--- src/rtl/pipelinedec_ss.sv ---
// Superscalar decode stage: decodes a LANES-wide bundle and splits it at the first
// intra-bundle RAW hazard, issuing the remaining lanes on later cycles.
module pipelinedec_ss #(
  parameter int unsigned LANES = 2,
  parameter int unsigned CW    = 12
) (
  input  logic                  clk,
  input  logic                  resetn,
  input  logic                  instr_valid,
  input  logic [32*LANES-1:0]   instr_d,
  input  logic                  stall_e,
  input  logic                  flush,
  output logic                  ready_d,
  output logic [LANES-1:0]      valid_e,
  output logic [CW*LANES-1:0]   ctrl_e,
  output logic [5*LANES-1:0]    rs_e,
  output logic [5*LANES-1:0]    rt_e,
  output logic [5*LANES-1:0]    rd_e,
  output logic [16*LANES-1:0]   imm_e,
  output logic [LANES-1:0]      illegal_e
);

  localparam int unsigned PW = $clog2(LANES + 1);

  localparam logic [0:0] S_IDLE  = 1'b0;
  localparam logic [0:0] S_SPLIT = 1'b1;

  logic [0:0]          state_q, state_d;
  logic [PW-1:0]       ptr_q, ptr_d;
  logic [LANES-1:0]    valid_q, valid_d;
  logic [CW*LANES-1:0] ctrl_q, ctrl_d;
  logic [5*LANES-1:0]  rs_q, rs_d, rt_q, rt_d, rd_q, rd_d;
  logic [16*LANES-1:0] imm_q, imm_d;
  logic [LANES-1:0]    ill_q, ill_d;

  logic [CW-1:0] ctrl_f [LANES];
  logic          ill_f  [LANES];
  logic [4:0]    rs_f   [LANES];
  logic [4:0]    rt_f   [LANES];
  logic [4:0]    rd_f   [LANES];
  logic [4:0]    dest_f [LANES];
  logic          rdrt_f [LANES];
  logic [15:0]   imm_f  [LANES];
  logic [PW-1:0] k_c;
  logic          dep_c;

  // Per-lane opcode decode; dest is zero when the lane writes nothing.
  always_comb begin
    for (int l = 0; l < LANES; l++) begin
      rs_f[l]   = instr_d[32*l+21 +: 5];
      rt_f[l]   = instr_d[32*l+16 +: 5];
      rd_f[l]   = instr_d[32*l+11 +: 5];
      imm_f[l]  = instr_d[32*l +: 16];
      ctrl_f[l] = '0;
      ill_f[l]  = 1'b0;
      rdrt_f[l] = 1'b0;
      case (instr_d[32*l+26 +: 6])
        6'b100011: ctrl_f[l] = CW'(12'b1_1_0_0000_1_0_0_0_0);
        6'b101011: begin ctrl_f[l] = CW'(12'b0_0_1_0000_1_0_0_0_0); rdrt_f[l] = 1'b1; end
        6'b000000: begin ctrl_f[l] = CW'(12'b1_0_0_0010_0_1_0_0_0); rdrt_f[l] = 1'b1; end
        6'b000100: begin ctrl_f[l] = CW'(12'b0_0_0_0001_0_0_1_0_0); rdrt_f[l] = 1'b1; end
        6'b000101: begin ctrl_f[l] = CW'(12'b0_0_0_0001_0_0_0_1_0); rdrt_f[l] = 1'b1; end
        6'b001000: ctrl_f[l] = CW'(12'b1_0_0_0000_1_0_0_0_0);
        6'b001001: ctrl_f[l] = CW'(12'b1_0_0_0111_1_0_0_0_0);
        6'b001100: ctrl_f[l] = CW'(12'b1_0_0_0100_1_0_0_0_0);
        6'b001101: ctrl_f[l] = CW'(12'b1_0_0_0011_1_0_0_0_0);
        6'b001110: ctrl_f[l] = CW'(12'b1_0_0_0101_1_0_0_0_0);
        6'b001010: ctrl_f[l] = CW'(12'b1_0_0_0110_1_0_0_0_0);
        6'b001011: ctrl_f[l] = CW'(12'b1_0_0_1000_1_0_0_0_0);
        6'b000010: ctrl_f[l] = CW'(12'b0_0_0_0000_0_0_0_0_1);
        default:   ill_f[l]  = 1'b1;
      endcase
      dest_f[l] = ctrl_f[l][11] ? (ctrl_f[l][3] ? rd_f[l] : rt_f[l]) : 5'd0;
    end
  end

  // Group end k: lowest lane above ptr that reads a register written by an unissued lane before it.
  always_comb begin
    k_c   = PW'(LANES);
    dep_c = 1'b0;
    for (int j = LANES - 1; j >= 1; j--) begin
      dep_c = 1'b0;
      for (int i = 0; i < j; i++) begin
        if ((PW'(i) >= ptr_q) && (dest_f[i] != 5'd0) &&
            ((dest_f[i] == rs_f[j]) || (rdrt_f[j] && (dest_f[i] == rt_f[j]))))
          dep_c = 1'b1;
      end
      if ((PW'(j) > ptr_q) && dep_c) k_c = PW'(j);
    end
  end

  assign ready_d = resetn & instr_valid & ~stall_e & ~flush & (k_c == PW'(LANES));

  // Next state and next issue registers; flush beats stall, stall holds everything.
  always_comb begin
    state_d = state_q;
    ptr_d   = ptr_q;
    valid_d = valid_q;
    ctrl_d  = ctrl_q;
    rs_d    = rs_q;
    rt_d    = rt_q;
    rd_d    = rd_q;
    imm_d   = imm_q;
    ill_d   = ill_q;
    if (flush || (!stall_e && !instr_valid)) begin
      valid_d = '0;
      ctrl_d  = '0;
      rs_d    = '0;
      rt_d    = '0;
      rd_d    = '0;
      imm_d   = '0;
      ill_d   = '0;
      if (flush) begin
        state_d = S_IDLE;
        ptr_d   = '0;
      end
    end else if (!stall_e) begin
      for (int l = 0; l < LANES; l++) begin
        valid_d[l]          = (PW'(l) >= ptr_q) && (PW'(l) < k_c);
        ctrl_d[CW*l +: CW]  = valid_d[l] ? ctrl_f[l] : '0;
        rs_d[5*l +: 5]      = valid_d[l] ? rs_f[l]   : 5'd0;
        rt_d[5*l +: 5]      = valid_d[l] ? rt_f[l]   : 5'd0;
        rd_d[5*l +: 5]      = valid_d[l] ? rd_f[l]   : 5'd0;
        imm_d[16*l +: 16]   = valid_d[l] ? imm_f[l]  : 16'd0;
        ill_d[l]            = valid_d[l] & ill_f[l];
      end
      if (k_c == PW'(LANES)) begin
        state_d = S_IDLE;
        ptr_d   = '0;
      end else begin
        state_d = S_SPLIT;
        ptr_d   = k_c;
      end
    end
  end

  always_ff @(posedge clk) begin
    if (!resetn) begin
      state_q <= S_IDLE;
      ptr_q   <= '0;
      valid_q <= '0;
      ctrl_q  <= '0;
      rs_q    <= '0;
      rt_q    <= '0;
      rd_q    <= '0;
      imm_q   <= '0;
      ill_q   <= '0;
    end else begin
      state_q <= state_d;
      ptr_q   <= ptr_d;
      valid_q <= valid_d;
      ctrl_q  <= ctrl_d;
      rs_q    <= rs_d;
      rt_q    <= rt_d;
      rd_q    <= rd_d;
      imm_q   <= imm_d;
      ill_q   <= ill_d;
    end
  end

  assign valid_e   = valid_q;
  assign ctrl_e    = ctrl_q;
  assign rs_e      = rs_q;
  assign rt_e      = rt_q;
  assign rd_e      = rd_q;
  assign imm_e     = imm_q;
  assign illegal_e = ill_q;

endmodule

--- config.mk ---
export PLATFORM = sky130hd
export DESIGN_NAME = pipelinedec_ss
export DESIGN_NICKNAME = d
export VERILOG_FILES = /design/src/rtl/pipelinedec_ss.sv
export SDC_FILE = /design/constraint.sdc
export NUM_CORES = 1
export LEC_CHECK = 0
export CAP_MARGIN = 20
export CORE_UTILIZATION = 45
export DETAILED_ROUTE_END_ITERATION = 12
export PLACE_DENSITY = 0.83
export SLEW_MARGIN = 20
export SYNTH_ARGS = -nofsm -noshare
export SYNTH_HDL_FRONTEND = slang
export SYNTH_SLANG_ARGS = --single-unit
--- constraint.sdc ---
create_clock -name clk -period 9.21 [get_ports clk]
set_input_delay 2.763 -clock clk [delete_from_list [all_inputs] [get_ports clk]]
set_output_delay 2.763 -clock clk [all_outputs]
set_load 0.05 [all_outputs]
==> summary.txt <==
Layout
  • Antenna Cells: 0
  • Share of layout cells above drive strength 1: a little under 6%
  • Final Util: 69.6%
  • Final nets: a little over 600
  • Area Overhead vs Synth: 49.9%
  • Filler Cell Count: 599

Worst setup path
  • R2R Path Start: ptr_q[0]$_SDFFE_PN0P_
  • Max FO, Critical Path: 15
  • CP max-delay cell: or4_1
  • Startpoint Class: primary input
  • CP Cell Sequence: clkdlybuf4s50_1 > or4_1 > nor4_1 > o311ai_0 > o22a_1 > a2111oi_4 > nor3_2 > buf_12
  • CP arrival: 5780 ps
  • Worst r2r dst: imm_e[20]$_SDFFE_PP0N_
  • CP top delay family: simple AND/OR/NAND/NOR gates
  • Reg2Reg Setup Slack: 7230 ps
  • Critical path depth: 8
  • Crit path capture type: output pin
  • Required time worst endpoint: 6450 ps
  • Bufs and invs on worst path: 2
  • Cell depth of the worst flop-to-flop path: 6
  • Crit Path Category: primary input to output pin
  • CP max stage delay: 790 ps

Run
  • Max Cap Viol: 0

Routing
  • Via density: 5.63
  • Via Count: 3613
  • 1st-iter DRT viols: 161
  • Per-cell routed wire length: 15.9 um
  • Routed Antenna Nets: 0
  • Detailed Routing Iterations Pass 1: 4
  • DRT Wirelength: around 10 mm
  • DRC viols: 0

Global route
  • Largest net degree at the start of global routing: between 40 and 50
  • Initial antenna violation count: 0
  • Vias in the first global route: 3302
  • GRT Util Overall: between 20 and 25%
  • Overflow after GRT: 0
  • Global-route wire length before repair: 16.4 mm

Floorplan
  • Core Footprint: 0.00773 mm^2
  • Row count: 32
  • # IOs: between 150 and 200
  • Die Area: 0.00834 mm^2
  • Chip Width: 91.3 um
  • Initial core utilization: 46.4%
  • Die height: 91.3 um

CTS
  • Clock buffer count from CTS: 9
  • Sink Count: 81
  • CTS clock-pin slew for the worst setup and hold paths: 80 ps
  • Post_cts resized: 0
  • Clk root buf: clkbuf_8
  • Max Root-Sink Buffers: 2
  • Hold Buf Count CTS: 0
  • Post-CTS setup buffers: 0
  • Clock Latency Late Sink: 350 ps
  • CTS tree: yes
  • Htree depth: 3

STA
  • RSZ-0062 raised after global routing: no
  • Setup TNS: 0 ps
  • Hold Vio Cnt, Final: 0
  • Slew Viols, Final: 0
  • Period Utilization, post-route: 92.7%
  • Worst-Margin Slew: 647 ps
  • Final worst slack: 672 ps
  • Clock skew: roughly 8.1 ps
  • Max-Slew Margin vs Limit: 56.7%
  • Final setup viols: 0
  • Maximum operating frequency: 117 MHz
  • Tmin final: 8540 ps

Logic synthesis
  • Commonest cells post-synth: dfxtp_1 (81), nor2_1 (59), a22oi_1 (30)
  • Synth Area per Inst: around 8.9 um^2
  • EDFF count, synth: 0
  • Ys Warns: 0
  • Share of the synthesized area in the top cell type: roughly 45%
  • Synth top area cells: dfxtp_1 (45%), a22o_1 (7.1%), a22oi_1 (6.3%)
  • Syn nets: 473
  • Synth cell types: 54
  • Syn Inst Count: 404
  • Top FF cell, synth: dfxtp_1
  • Post-synth top area cell: dfxtp_1
  • Yosys reg bits: 81
  • Most common cell in the synthesized netlist: dfxtp_1
  • Synthesized area: 0.00359 mm^2
  • Ys async rst share: 0%
  • Register area share after synthesis: 45.2%

Hold path
  • Min-Delay Path Depth: 1
  • Endpoint of the worst hold path: valid_e[1]$_SDFFE_PP0N_
  • Hold path start: valid_e[1]$_SDFFE_PP0N_
  • Worst hold path type: flop to flop

Status
  • Status: finished, final reports clean

Pwr
  • Power Dens Cells: 148 mW/mm^2
  • Leakage: 1.92 nW
  • VDD IR max: 91.5 uV

Placement
  • GP Congestion: 0.892
  • Dpl ws: 722 ps
  • Port Buffers: 159
  • Post-DP HPWL: roughly 7.3 mm
==> how the worst max path moves through the flow <==
stage                           start  endpoint  slack (ps)
after floorplan           instr_d[29]   ready_d        1680
after global placement    instr_d[29]   ready_d         830
after detailed placement  instr_d[29]   ready_d         720
after CTS                 instr_d[29]   ready_d         710
after global routing      instr_d[29]   ready_d         550
final                     instr_d[29]   ready_d         670
==> per-stage QoR <==
| stage | hold WS (ps) | area [um^2] | std cells | total power (W) |
|---|---|---|---|---|
| 6_report | 454 | 5380 | 642 | 0.000794 |
| 5_1_grt | 481 | 5380 | 642 | 0.000826 |
| 4_1_cts | 457 | 5380 | 642 | 0.000800 |
| 3_5_place_dp | 438 | 5150 | 627 | 0.000502 |
| 3_3_place_gp | 434 | 5150 | 627 | 0.000501 |
| 2_1_floorplan | 549 | 3590 | 404 | 0.000444 |
==> cell families after synthesis <==
logic type,share of synthesized area [%]
AO/OA/AOI/OAI,28.6
XOR/XNOR,1.46
buffers and inverters,6.87
flip-flops,45.2
multiplexers,0.593
AND/OR/NAND/NOR,17.3
==> per-layer routing <==
metal,wire length (um),vias up,global-route usage [%],share of wire (%)
met5,0,-,0,0
met4,150,0,8.20,1.5
met3,647,13,4.94,6.3
met2,4890,151,40.0,48
met1,4550,1704,32.1,44
li1,-,1745,-,-
==> report_power, final <==
group | internal (W) | total, W | switching [W]
sequential | 0.000356 | 0.000360 | 0.00000374
clock | 0.000179 | 0.000299 | 0.000119
combinational | 0.0000577 | 0.000135 | 0.0000775
==> sequential cells by signal (all words and copies together) (netlist names) <==
signal	cells
ctrl_e	24
valid_e	2
rt_e	10
illegal_e	2
rs_e	10
rd_e	10
imm_e	22
ptr_q	1
==> final cells by class <==
| cell class | instances | area [um^2] | share of cell area [%] |
|---|---|---|---|
| flip-flops and latches | 81 | 1620 | 30.1 |
| clock buffers | 12 | 135 | 2.51 |
| well taps | 102 | 128 | 2.37 |
| clock inverters | 3 | 90.1 | 1.67 |
| inverters | 8 | 30.0 | 0.558 |
| multi-input cells | 272 | 1740 | 32.4 |
| repair buffers | 164 | 1630 | 30.4 |
==> layout by cell type, fill, tap and decap left out, types with 3 or more instances in the layout <==
cell type | netlist | routed
a211oi_1 | 4 | 4
a21o_1 | 4 | 4
a21oi_1 | 18 | 18
a22o_1 | 29 | 29
a22oi_1 | 30 | 30
a32o_1 | 6 | 6
a32oi_1 | 5 | 5
and3_1 | 3 | 3
buf_4 | 10 | 5
bufinv_16 | 0 | 3
clkbuf_1 | 26 | 3
clkbuf_8 | 0 | 9
clkdlybuf4s50_1 | 0 | 157
dfxtp_1 | 81 | 81
inv_1 | 8 | 8
nand2_1 | 20 | 20
nand3_1 | 8 | 8
nand4_1 | 5 | 5
nor2_1 | 59 | 57
nor2b_1 | 3 | 3
nor3_1 | 10 | 9
nor4_1 | 4 | 4
o21ai_0 | 11 | 11
o21ai_1 | 4 | 3
o22ai_1 | 4 | 4
or2_2 | 3 | 3
xnor2_1 | 3 | 3
xor2_1 | 3 | 3
(Power assumes the default switching activity.)
